===== src/rtl/gcn_pkg.sv =====
// Shared defaults, FSM state encoding and width helper for the GCN matmul controller.
// Latency: n/a (package).
// Backpressure: n/a (package).
package gcn_pkg;

   localparam int ROWS_DEF   = 6;
   localparam int INNER_DEF  = 96;
   localparam int COLS_DEF   = 3;
   localparam int DATA_W_DEF = 6;
   localparam int ACC_W_DEF  = 16;

   typedef enum logic [2:0] {
      IDLE  = 3'd0,
      RUN   = 3'd1,
      FLUSH = 3'd2,
      OUT   = 3'd3,
      DONE  = 3'd4
   } gcnState_t;

   // Address width that never collapses to zero bits for degenerate sizes.
   function automatic int clogb(input int n);
      return (n > 1) ? $clog2(n) : 1;
   endfunction

endpackage


===== src/rtl/gcn_matmul_ctrl_if.sv =====
// Control, memory-read and result-row bundle of the GCN matmul controller.
// Latency: n/a (wiring only).
// Backpressure: res_ready from the consumer stalls the result row.
// Ports: master = controller (drives strobes, addresses, results, busy/done);
//        slave  = environment (drives start, read data, res_ready).
interface gcn_matmul_ctrl_if
   import gcn_pkg::*;
#(
   parameter int ROWS   = ROWS_DEF,
   parameter int INNER  = INNER_DEF,
   parameter int COLS   = COLS_DEF,
   parameter int DATA_W = DATA_W_DEF,
   parameter int ACC_W  = ACC_W_DEF
);
   localparam int FA_W = clogb(ROWS * INNER);
   localparam int WA_W = clogb(INNER);
   localparam int RW   = clogb(ROWS);

   logic                     start;
   logic                     busy;
   logic                     done;
   logic                     feat_rd_en;
   logic [FA_W-1:0]          feat_addr;
   logic [DATA_W-1:0]        feat_rd_data;
   logic                     wgt_rd_en;
   logic [WA_W-1:0]          wgt_addr;
   logic [COLS*DATA_W-1:0]   wgt_rd_data;
   logic                     res_valid;
   logic                     res_ready;
   logic [RW-1:0]            res_row;
   logic [COLS*ACC_W-1:0]    res_data;

   modport master (
      input  start, feat_rd_data, wgt_rd_data, res_ready,
      output busy, done, feat_rd_en, feat_addr, wgt_rd_en, wgt_addr,
             res_valid, res_row, res_data
   );

   modport slave (
      output start, feat_rd_data, wgt_rd_data, res_ready,
      input  busy, done, feat_rd_en, feat_addr, wgt_rd_en, wgt_addr,
             res_valid, res_row, res_data
   );

endinterface


===== src/rtl/gcn_mac_lane.sv =====
// Unsigned multiply-accumulate lane with synchronous clear and enable; wraps mod 2^ACC_W.
// Latency: one cycle from en to updated acc.
// Backpressure: none; the caller gates en.
// Ports: clk/rst, clr (zero acc, wins over en), en, a/b operands, acc result.
module gcn_mac_lane
   import gcn_pkg::*;
#(
   parameter int DATA_W = DATA_W_DEF,
   parameter int ACC_W  = ACC_W_DEF
) (
   input  logic              clk,
   input  logic              rst,
   input  logic              clr,
   input  logic              en,
   input  logic [DATA_W-1:0] a,
   input  logic [DATA_W-1:0] b,
   output logic [ACC_W-1:0]  acc
);

   logic [2*DATA_W-1:0] prod;

   assign prod = a * b;

   always_ff @(posedge clk or posedge rst) begin
      if (rst) begin
         acc <= '0;
      end else if (clr) begin
         acc <= '0;
      end else if (en) begin
         acc <= acc + ACC_W'(prod);
      end
   end

endmodule


===== src/rtl/gcn_matmul_ctrl.sv =====
// Sequencer for C = A x B, one result row at a time, using COLS parallel MAC lanes.
// Latency: 98 cycles start->row 0 valid, 98 per further row, done 589 cycles after start (defaults).
// Backpressure: res_ready low holds the row in OUT with no reads issued.
// Ports: clk, rst (async, active-high); bus = start/busy/done, feature+weight read ports, result row.
module gcn_matmul_ctrl
   import gcn_pkg::*;
#(
   parameter int ROWS   = ROWS_DEF,
   parameter int INNER  = INNER_DEF,
   parameter int COLS   = COLS_DEF,
   parameter int DATA_W = DATA_W_DEF,
   parameter int ACC_W  = ACC_W_DEF
) (
   input  logic               clk,
   input  logic               rst,
   gcn_matmul_ctrl_if.master  bus
);

   localparam int FA_W = clogb(ROWS * INNER);
   localparam int WA_W = clogb(INNER);
   localparam int RW   = clogb(ROWS);

   gcnState_t             state, nextState;
   logic [RW-1:0]         rowIdx;
   logic [WA_W-1:0]       colIdx;
   logic                  rdEn;
   logic                  rdVld;
   logic                  clrAcc;
   logic                  rowInc;
   logic                  rowClr;
   logic [COLS*ACC_W-1:0] accBus;

   always_ff @(posedge clk or posedge rst) begin
      if (rst) begin
         state <= IDLE;
      end else begin
         state <= nextState;
      end
   end

   always_comb begin
      nextState = state;
      clrAcc    = 1'b0;
      rowInc    = 1'b0;
      rowClr    = 1'b0;
      case (state)
         IDLE: begin
            if (bus.start) begin
               nextState = RUN;
               clrAcc    = 1'b1;
               rowClr    = 1'b1;
            end
         end
         RUN: begin
            if (colIdx == WA_W'(INNER - 1)) begin
               nextState = FLUSH;
            end
         end
         // Last read's data lands this cycle; the lanes absorb it before OUT.
         FLUSH: nextState = OUT;
         OUT: begin
            if (bus.res_ready) begin
               if (rowIdx == RW'(ROWS - 1)) begin
                  nextState = DONE;
               end else begin
                  nextState = RUN;
                  rowInc    = 1'b1;
                  clrAcc    = 1'b1;
               end
            end
         end
         DONE:    nextState = IDLE;
         default: nextState = IDLE;
      endcase
   end

   assign rdEn = (state == RUN);

   always_ff @(posedge clk or posedge rst) begin
      if (rst) begin
         rowIdx <= '0;
         colIdx <= '0;
         rdVld  <= 1'b0;
      end else begin
         rdVld <= rdEn;
         if (rowClr) begin
            rowIdx <= '0;
         end else if (rowInc) begin
            rowIdx <= rowIdx + 1'b1;
         end
         // Column counter only advances while reading and self-clears on the last column.
         colIdx <= (rdEn && (colIdx != WA_W'(INNER - 1))) ? colIdx + 1'b1 : '0;
      end
   end

   assign bus.feat_rd_en = rdEn;
   assign bus.wgt_rd_en  = rdEn;
   assign bus.feat_addr  = rdEn ? (FA_W'(rowIdx) * FA_W'(INNER) + FA_W'(colIdx)) : '0;
   assign bus.wgt_addr   = rdEn ? colIdx : '0;

   for (genvar k = 0; k < COLS; k++) begin : gLane
      gcn_mac_lane #(
         .DATA_W (DATA_W),
         .ACC_W  (ACC_W)
      ) uLane (
         .clk (clk),
         .rst (rst),
         .clr (clrAcc),
         .en  (rdVld),
         .a   (bus.feat_rd_data),
         .b   (bus.wgt_rd_data[k*DATA_W +: DATA_W]),
         .acc (accBus[k*ACC_W +: ACC_W])
      );
   end

   assign bus.busy      = (state != IDLE);
   assign bus.done      = (state == DONE);
   assign bus.res_valid = (state == OUT);
   assign bus.res_row   = rowIdx;
   assign bus.res_data  = accBus;

endmodule


===== src/flat_wrapper.sv =====
// flat-port wrapper written by rule: the top's interface ports become plain ports
module gcn_matmul_ctrl_flat import gcn_pkg::*;
#(
   parameter int ROWS   = ROWS_DEF,
   parameter int INNER  = INNER_DEF,
   parameter int COLS   = COLS_DEF,
   parameter int DATA_W = DATA_W_DEF,
   parameter int ACC_W  = ACC_W_DEF
)
  (clk, rst, bus_start, bus_feat_rd_data, bus_wgt_rd_data, bus_res_ready, bus_busy, bus_done, bus_feat_rd_en, bus_feat_addr, bus_wgt_rd_en, bus_wgt_addr, bus_res_valid, bus_res_row, bus_res_data);
  gcn_matmul_ctrl_if #(.ROWS(ROWS), .INNER(INNER), .COLS(COLS), .DATA_W(DATA_W), .ACC_W(ACC_W)) bus_i ();
  input  logic clk;
  input  logic rst;
  input wire logic [$bits(bus_i.start)-1:0] bus_start;
  input wire logic [$bits(bus_i.feat_rd_data)-1:0] bus_feat_rd_data;
  input wire logic [$bits(bus_i.wgt_rd_data)-1:0] bus_wgt_rd_data;
  input wire logic [$bits(bus_i.res_ready)-1:0] bus_res_ready;
  output wire logic [$bits(bus_i.busy)-1:0] bus_busy;
  output wire logic [$bits(bus_i.done)-1:0] bus_done;
  output wire logic [$bits(bus_i.feat_rd_en)-1:0] bus_feat_rd_en;
  output wire logic [$bits(bus_i.feat_addr)-1:0] bus_feat_addr;
  output wire logic [$bits(bus_i.wgt_rd_en)-1:0] bus_wgt_rd_en;
  output wire logic [$bits(bus_i.wgt_addr)-1:0] bus_wgt_addr;
  output wire logic [$bits(bus_i.res_valid)-1:0] bus_res_valid;
  output wire logic [$bits(bus_i.res_row)-1:0] bus_res_row;
  output wire logic [$bits(bus_i.res_data)-1:0] bus_res_data;
  assign bus_i.start = bus_start;
  assign bus_i.feat_rd_data = bus_feat_rd_data;
  assign bus_i.wgt_rd_data = bus_wgt_rd_data;
  assign bus_i.res_ready = bus_res_ready;
  assign bus_busy = bus_i.busy;
  assign bus_done = bus_i.done;
  assign bus_feat_rd_en = bus_i.feat_rd_en;
  assign bus_feat_addr = bus_i.feat_addr;
  assign bus_wgt_rd_en = bus_i.wgt_rd_en;
  assign bus_wgt_addr = bus_i.wgt_addr;
  assign bus_res_valid = bus_i.res_valid;
  assign bus_res_row = bus_i.res_row;
  assign bus_res_data = bus_i.res_data;
  gcn_matmul_ctrl #(.ROWS(ROWS), .INNER(INNER), .COLS(COLS), .DATA_W(DATA_W), .ACC_W(ACC_W)) u_core (.clk(clk), .rst(rst), .bus(bus_i));
endmodule

===== config.mk =====
export PLATFORM = sky130hd
export DESIGN_NAME = gcn_matmul_ctrl_flat
export DESIGN_NICKNAME = d
export VERILOG_FILES = /design/src/rtl/gcn_pkg.sv /design/src/rtl/gcn_matmul_ctrl_if.sv /design/src/rtl/gcn_mac_lane.sv /design/src/rtl/gcn_matmul_ctrl.sv /design/src/flat_wrapper.sv
export SDC_FILE = /design/constraint.sdc
export NUM_CORES = 1
export LEC_CHECK = 0
export BUFFER_PORTS_ARGS = -buffer_cell sky130_fd_sc_hd__buf_2
export CAP_MARGIN = 20
export CORE_MARGIN = 1
export CORE_UTILIZATION = 50
export CTS_BUF_LIST = sky130_fd_sc_hd__clkbuf_8
export CTS_CLUSTER_SIZE = 20
export DETAILED_ROUTE_END_ITERATION = 12
export PLACE_DENSITY = 0.79
export REMOVE_ABC_BUFFERS = 1
export SLEW_MARGIN = 20
export SYNTH_ARGS = -nofsm -noshare
export SYNTH_HDL_FRONTEND = slang
export SYNTH_HIERARCHICAL = 1
export SYNTH_SLANG_ARGS = --single-unit

===== constraint.sdc =====
create_clock -name clk -period 3.16 [get_ports clk]
set_input_delay 0.316 -clock clk [delete_from_list [all_inputs] [get_ports clk]]
set_output_delay 0.316 -clock clk [all_outputs]
set_load 0.02 [all_outputs]

**Yosys cells after proc, flatten, opt, wreduce, memory -nomap -nowiden**

Index checks and enable logic that the tools add are counted.

- Output and inout bits: 73
- Logic and storage cells: 55
- Input port bits: 28
- Flip-flop bits (word level): 62

- Muxes and demuxes: 22
- $add $sub $neg: 6
- Equality and inequality tests: 10
- Multipliers: 4
- Reduce and logical (&&, ||, !) cells: 6

Operators by type and width:

| kind | count |
|---|---|
| $mux 16 | 6 |
| $add 16x12->16 | 3 |
| $mul 6x6->12 | 3 |
| $mux 3 | 6 |
| $mux 7 | 2 |
| $pmux 3 s4 | 1 |
| $add 10x7->10 | 1 |
| $mux 10 | 1 |
| $add 7x1->7 const B | 1 |
| $eq 7x7->1 const B | 1 |
| $ne 7x7->1 const B | 1 |
| $eq 3x2->1 const B | 2 |
| $eq 3x3->1 const B | 2 |
| $ne 2x2->1 const B | 3 |
| $mul 3x2->5 const B | 1 |
| $mux 1 | 5 |
| $reduce_bool 2->1 | 2 |
| $add 3x1->3 const B | 1 |
| $eq 3x1->1 const B | 1 |
| $logic_not 3->1 | 1 |
| $reduce_and 3->1 | 1 |
| $reduce_bool 3->1 | 1 |
| $pmux 1 s2 | 1 |
| $logic_and 1x1->1 | 1 |

**Logic depth before layout (Yosys ltp)**

Gate-level depths: netlist of the first run.

- Depth in word-level cells: 6
- Gate-level depth with buffers: 15
- Mapped depth without buffers: 15

**Hierarchy**

Netlist of the first run, hierarchy kept.

By module, submodules not included:

| module | cells an instance | area each (um^2) | instances | sequential area each (um^2) |
|---|---|---|---|---|
| gcn_mac_lane at u_core.gLane[1].uLane | 284 | 2,449.8 | 1 | 400.4 |
| gcn_mac_lane at u_core.gLane[2].uLane | 273 | 2,423.6 | 1 | 400.4 |
| gcn_mac_lane at u_core.gLane[0].uLane | 275 | 2,413.6 | 1 | 400.4 |
| gcn_matmul_ctrl | 109 | 998.5 | 1 | 350.3 |

**Least setup slack after synthesis of the first run**

Ideal clock, no wire load.

- Kind: in2reg
- From: in bus_feat_rd_data[1]
- To: reg u_core.gLane[0].uLane.acc[15]
- Slack: -1.093 ns
- Required time: 3.035 ns
- Path buffers: 0
- Setup time: 0.125 ns
- Arrival: 4.128 ns
- Stages: 13
- Path through: and2_1 -> fa_1 -> fa_1 -> fa_1 -> inv_1 -> fa_1 -> inv_1 -> ha_1 -> a21o_1 -> or3_4 -> o21a_4 -> a22o_1 -> mux2_4

- Word-level cells in the longest chain between the ends: 4

RTL lines:

| item | line | source |
|---|---|---|
| from (decl) | flat_wrapper.sv:15 | `input wire logic [$bits(bus_i.feat_rd_data)-1:0] bus_feat_rd_data;` |
| $mul 6x6->12 | gcn_mac_lane.sv:22 | `assign prod = a * b;` |
| $add 16x12->16 | gcn_mac_lane.sv:30 | `acc <= acc + ACC_W'(prod);` |
| $mux 16 | gcn_mac_lane.sv:29 | `end else if (en) begin` |
| $mux 16 | gcn_mac_lane.sv:27 | `end else if (clr) begin` |
| to (signal assigned) | gcn_mac_lane.sv:30 |  |
| to (decl) | gcn_mac_lane.sv:17 | `output logic [ACC_W-1:0] acc` |

No other way between the ends. The select of a mux whose other input is x is not followed.
A chain may end at the register's enable or synchronous reset.

**Worst setup path in the final report of the first run**

- From: in bus_feat_rd_data[4]
- To: reg u_core.gLane[0].uLane.acc[15]

Same word-level chain as after synthesis.

==> impl_metrics.tcl, run 1 <==
set metrics [dict create \
    cts_root_buf "clkbuf_8" \
    internal_power_uw 6740 \
    sw_frac_of_total_pct 46.0 \
    ios 101 \
    dp_hpwl_mm 15.0 \
    area_growth_pct 32.9 \
    cts_hold_buffers 0 \
    stdcell_area_um2 11000 \
    cts_sinks 62 \
    synthTopCellsByArea "fa_1, dfrtp_1, ha_1" \
    initial_core_util_pct 51.6 \
    clkLatencyLatePin_ns 0.38 \
    hold_viol 0 \
    die_area_um2 17100 \
    htreeDepth 3 \
    dr.pass1.iters 5 \
    synth_warnings 6 \
    tritoncts "built" \
    synth_cells 941 \
    drv_slew 0 \
    sequentialPowerShare_pct 12.2 \
    rsz0062_at_grt "true" \
    yosysUniqueCellTypes 73 \
    finalSetupViolations 34 \
    ys_seq_elements 62 \
    drive_gt1_share_pct 33.2 \
    dp.cells 1340 \
    required_ns 3.42 \
    final.setup_skew_ns 0.0108 \
    powerDensity_nw_per_um2 1130 \
    nNetsFinal 1368 \
    dr_total_vias 7416 \
    antenna_found_initial 0 \
    hp-class "in -> async" \
    grt_first_pass_wirelength_mm 35.1 \
    route.detailed.drc 0 \
    synth_area_per_cell_um2 8.80 \
    violations "negative setup slack" \
    period_needed_ns 3.98 \
    critical_path_arrival_ns 4.24 \
    crit_type "in -> reg" \
    setup_ws_ns -0.825 \
    fin_crit_sh_pct 126 \
    cts_buffers 9 \
    max_slew_margin_pct 51.0 \
    crit_path_start_kind "input port" \
    clk_pin_slew_ns 0.08 \
    power.leakage_uw 0.00580 \
    outcome "finished with violations" \
    cp_max_fo 7 \
    cap_violations 0 \
    combPwrFrac_pct 81.2 \
    p_total_uw 12500 \
    grt.overflow.total 0 \
    synthArstFlopShare_pct 100 \
    instances_no_fill 1387 \
    vdd_ir_drop_max_mv 0.862 \
    synth_edf_count 0 \
    vias_per_cell 5.35 \
    hold_slack_ns 0.0185 \
    yosysTopAreaCellShare_pct 19.3 \
    ant_nets 0 \
    dpl_cell_area_um2 9740 \
    pwr-share-clk_pct 6.6 \
    std_cell_rows 46 \
    grtUsageTotal_pct 26.6 \
    netlist_area_um2 8290 \
    max_freq_ghz 0.251 \
    synth_top_area_cell "fa_1" \
    yosys.cell_count.top_type "inv_1" \
    cts_buffer_depth 2 \
    drt_iter0_drc 319 \
    fillers 1201 \
    wl_per_cell_um 15.9 \
    yosysSeqAreaShare_pct 18.7 \
    core-area_um2 16100 \
    synth_flop_cell "dfrtp_1" \
    synthTopCellsByCount "inv_1, ha_1, and2_1" \
    tightest_slew_ns 0.734 \
    end_kind "flop" \
    diodes 0 \
    die_x_um 131 \
    p_sw_uw 5740 \
    die-height_um 131 \
    grt_pass1_vias 7490 \
    grt_start_max_net_pins 38 \
    io_buffers 100 \
    wirelength_mm 22.1 \
    place_congestion 0.856 \
]
[layout make-up]
type,count,area [um^2],area share (%)
sequential,62,1550,14.1
clock buffer,10,138,1.25
tap,216,270,2.45
multi-input combinational,669,6530,59.3
inverter,187,702,6.37
clock inverter,6,85.1,0.773
timing repair buffer,237,1730,15.7
[stage by stage]
step | setup WS (ns) | util (%) | setup TNS, ns
2_1_floorplan | -1.10 | - | -25.11
3_3_place_gp | -1.33 | 60.7 | -38.78
3_5_place_dp | -1.36 | 60.7 | -40.49
4_1_cts | -0.783 | 66.3 | -17.63
5_1_grt | -0.906 | 68.6 | -22.31
6_report | -0.825 | 68.6 | -18.82
[flip-flops by register name, indices dropped and copies added (netlist names)]
signal,count
u_core/gLane.uLane/acc,48
u_core/colIdx,7
u_core/bus.res_row,3
u_core/state,3
u_core/rdVld,1
[final timing paths]
path	slack (ns)	depth (start not counted)	end	from
min reg2reg	0.53	2	u_core/gLane[0].uLane/acc[11]	u_core/gLane[0].uLane/acc[11]
max reg2reg	0.42	9	u_core/gLane[0].uLane/acc[15]	u_core/gLane[0].uLane/acc[3]
min	0.02	2	u_core/bus.res_row[1]	rst
min in group clk	0.27	4	u_core/state[1]	bus_res_ready
max	-0.82	16	u_core/gLane[0].uLane/acc[15]	bus_feat_rd_data[4]
max in group asynchronous	2.59	2	u_core/gLane[1].uLane/acc[12]	rst
[timing repair]
action,in CTS,in global routing
gates cloned,1,0
pin swaps,94,99
setup buffers,17,21
resized for setup,134,67
endpoints found under the setup margin,36,37
[cell usage in the layout, fill, tap and decap left out, types with 12 or more instances in the layout]
cell type	count
nand2b_1	12
ha_4	14
ha_1	79
inv_1	166
nor2_1	49
buf_2	90
dfrtp_1	61
mux2i_1	20
nor2b_1	20
nand3_1	14
or3_1	13
inv_2	21
and2_1	76
o21ai_0	15
a21oi_1	23
nand2_1	52
buf_4	112
and2_4	15
fa_1	79
a21oi_2	13
buf_6	26
[critical path, stage by stage]
cell and delay (ns):
buf_12 0.11, and2_4 0.14, fa_1 0.53, inv_1 0.05, fa_1 0.52, inv_2 0.05
fa_1 0.48, inv_1 0.05, fa_1 0.49, inv_2 0.05, ha_4 0.15, a21o_1 0.21
or3_4 0.39, o21a_4 0.22, a22o_1 0.19, mux2_4 0.29
[kinds of logic after synthesis]
logic type               after synthesis  share of synthesized area [%]
adder cells (fa/ha/maj)              174                           33.5
AO/OA/AOI/OAI                        138                           11.8
AND/OR/NAND/NOR                      314                           20.9
XOR/XNOR                              14                           1.48
flip-flops                            62                           18.7
multiplexers                          29                           3.73
buffers and inverters                210                           9.88
[layer usage]
metal	wire length, um	track usage [%]	share of wire [%]
met1	9040	31.1	41
met2	11500	48.8	52
met3	1010	5.09	4.6
met4	541	8.32	2.4
met5	0	0	0
[power groups by stage]
stage          logic [uW]  clock network [uW]  registers (uW)
2_1_floorplan        4560                   0            1830
5_1_grt             11100                 874            1570
4_1_cts              9010                 843            1520
3_5_place_dp         7530                   0            1520
6_report            10100                 825            1520
3_3_place_gp         7280                   0            1520
Power figures use the tool's default switching activity.
==> run 2: changes to the inputs <==
Settings changed: CORE_UTILIZATION 50 to 55, PLACE_DENSITY 0.79 to 0.85, SYNTH_HIERARCHICAL 1 to default.
==> run 2 against run 1 <==
Net effect:
- the flow still finishes with violations (negative setup slack)
- synthesized cell count is 0.32% lower
- critical path depth is 2 higher
- fmax is 1.6% lower
- first-iteration DRC count is 60% higher
- routed wire length is 17% higher
- via count is 5.6% higher
- sequential share of layout area is 0.12 points lower
- clock-buffer cell count is 1 lower
- non-clock buffer count is 4 higher
- final cell count is 2.5% lower
- worst setup slack worse by 0.063 ns
- critical endpoint is now u_core.gLane[1].uLane.acc[9]
==> impl_metrics.tcl, run 2 <==
set metrics [dict create \
    place_congestion 0.882 \
    std_cell_rows 44 \
    yosysTopAreaCellShare_pct 19.7 \
    regToRegSetupSlack_ns 0.42 \
    period_needed_ns 4.05 \
    final_common_cell "inv_1" \
    synthTopCellsByCount "inv_1, ha_1, and2_1" \
    cp_max_fo 6 \
    end_kind "flop" \
    dp.cells 1299 \
    hp-class "in -> async" \
    largest_register_ff_count 48 \
    die_area_um2 15200 \
    die-height_um 123 \
    crit_path_start_kind "input port" \
    dp_hpwl_mm 14.8 \
    hold_viol 0 \
    grt_start_max_net_pins 47 \
    synth_top_area_cell "fa_1" \
    drive_gt1_share_pct 37.2 \
    largest-register "u_core.gLane.uLane.acc" \
    area_growth_pct 36.9 \
    synthTopCellsByArea "fa_1, dfrtp_1, ha_1" \
    yosys.cell_count.top_type "inv_1" \
    cts_buffer_depth 2 \
    route.detailed.drc 0 \
    rsz0062_at_grt "true" \
    cts_hold_buffers 0 \
    violations "negative setup slack" \
    finalSetupViolations 36 \
    yosysSeqAreaShare_pct 19.1 \
    vias_per_cell 5.79 \
    tritoncts "built" \
    drv_slew 0 \
    yosysUniqueCellTypes 65 \
    grt_first_pass_wirelength_mm 36.8 \
    core-area_um2 14500 \
    cts_buffers 9 \
    cap_violations 0 \
    cts_sinks 62 \
    r2r_end "u_core.gLane[1].uLane.acc[9]" \
    largestRegisters "u_core.gLane.uLane.acc: 48 flops, u_core.colIdx: 7 flops" \
    htreeDepth 3 \
    io_buffers 100 \
    rr_startpoint "u_core.gLane[1].uLane.acc[7]" \
    antenna_found_initial 2 \
    dr_total_vias 7835 \
    die_x_um 123 \
    crit_type "in -> reg" \
    ant_nets 0 \
    outcome "finished with violations" \
    dpl_cell_area_um2 9450 \
    place_ws_ns -1.32 \
    synthArstFlopShare_pct 100 \
    instances_no_fill 1353 \
    fin_crit_sh_pct 128 \
    grtUsageTotal_pct 31.6 \
    setup_ws_ns -0.888 \
    initial_core_util_pct 56.0 \
    synth_flop_cell "dfrtp_1" \
    synth_area_per_cell_um2 8.65 \
    tightest_slew_ns 0.921 \
    final.setup_skew_ns 0.0157 \
    critical_path_arrival_ns 4.29 \
    required_ns 3.40 \
    wl_per_cell_um 19.1 \
    synth_warnings 0 \
    nNetsFinal 1364 \
    grt.overflow.total 0 \
    dr.pass1.iters 8 \
    ys_seq_elements 62 \
    stdcell_area_um2 11100 \
    synth_edf_count 0 \
    wirelength_mm 25.8 \
    clkLatencyLatePin_ns 0.38 \
    drt_iter0_drc 511 \
    cts_root_buf "clkbuf_8" \
    max_freq_ghz 0.247 \
    grt_pass1_vias 7823 \
    synth_cells 938 \
    max_slew_margin_pct 38.5 \
    ios 101 \
    clk_pin_slew_ns 0.09 \
    netlist_area_um2 8110 \
    final_cell_mix "inv_1, buf_4, buf_2" \
    rr_worst_depth 10 \
]
-- run 2: cell types whose count changed after synthesis, moves of 6 or more --
cell and delta:
nand2b_1 -7, mux2i_1 -6, nor2_1 +18, xnor2_1 +6
nor2b_1 -17, or3_1 -12, xor2_1 +9, nand2_1 +9
nand3b_1 -8, a211oi_1 +12, nor3_1 +9
-- run 2: layout make-up --
class                      count  area [um^2]
multi-input combinational    659         6490
fill                         862         3370
timing repair buffer         241         1870
sequential                    62         1550
inverter                     189          709
tap                          184          230
clock buffer                   9          124
clock inverter                 7          121
antenna                        2         5.00
-- run 2: critical path: stages --
cell,delay (ns)
buf_4,0.14
and2_4,0.19
fa_1,0.56
inv_1,0.07
fa_1,0.48
inv_1,0.05
fa_1,0.51
inv_2,0.05
fa_2,0.52
inv_2,0.04
ha_4,0.21
o21a_2,0.11
o31a_1,0.14
or3_4,0.35
buf_4,0.16
nand2_4,0.07
xor2_2,0.21
a211oi_2,0.10
-- run 2: cells by family (layout without fill, tap and decap cells) --
group                    after synthesis  in the layout  synth area share (%)
XOR/XNOR                              29             29                  3.13
adder cells (fa/ha/maj)              174            174                  34.2
other                                  0              2                     0
AND/OR/NAND/NOR                      302            302                  19.3
multiplexers                          14             14                  1.73
buffers and inverters                217            446                  11.0
AO/OA/AOI/OAI                        140            140                  11.6
flip-flops                            62             62                  19.1
-- run 2: per-layer routing --
layer,routed length (um),vias to the layer above,global-route usage (%)
met1,9730,3826,36.8
met5,0,-,0
met4,1560,0,17.2
met3,1900,146,6.87
met2,12600,415,54.0
li1,-,3448,-
-- run 2: worst max path at each step --
stage / from / end / slack, ns / cells after the start
2_1_floorplan: bus_wgt_rd_data[8] / u_core.gLane[1].uLane.acc[11] / -1.04 / 16
3_3_place_gp: bus_feat_rd_data[3] / u_core.gLane[1].uLane.acc[11] / -1.22 / 17
3_5_place_dp: bus_feat_rd_data[4] / u_core.gLane[0].uLane.acc[12] / -1.32 / 17
4_1_cts: bus_feat_rd_data[5] / u_core.gLane[2].uLane.acc[9] / -0.67 / 17
5_1_grt: bus_feat_rd_data[2] / u_core.gLane[1].uLane.acc[9] / -0.90 / 17
6_report: bus_wgt_rd_data[7] / u_core.gLane[1].uLane.acc[9] / -0.89 / 18
-- run 2: repair_timing --
action,4_1_cts,5_1_grt
setup endpoints to repair,37,39
pin swaps,115,85
buffers inserted,23,16
cloned,2,1
gates resized for setup,156,111
-- run 2: stage by stage --
stage	TNS, ns	util (%)	hold slack, ns
after floorplan	-21.68	-	0.403
after global placement	-36.16	65.3	0.481
after detailed placement	-39.34	65.3	0.482
after CTS	-16.95	72.6	0.167
after global routing	-23.75	76.7	0.193
final	-20.81	76.7	0.132
Power of run 2 is left out: the tool's default activity adds up to more than one toggle a clock period on the data nets, which glitch-free logic cannot reach.
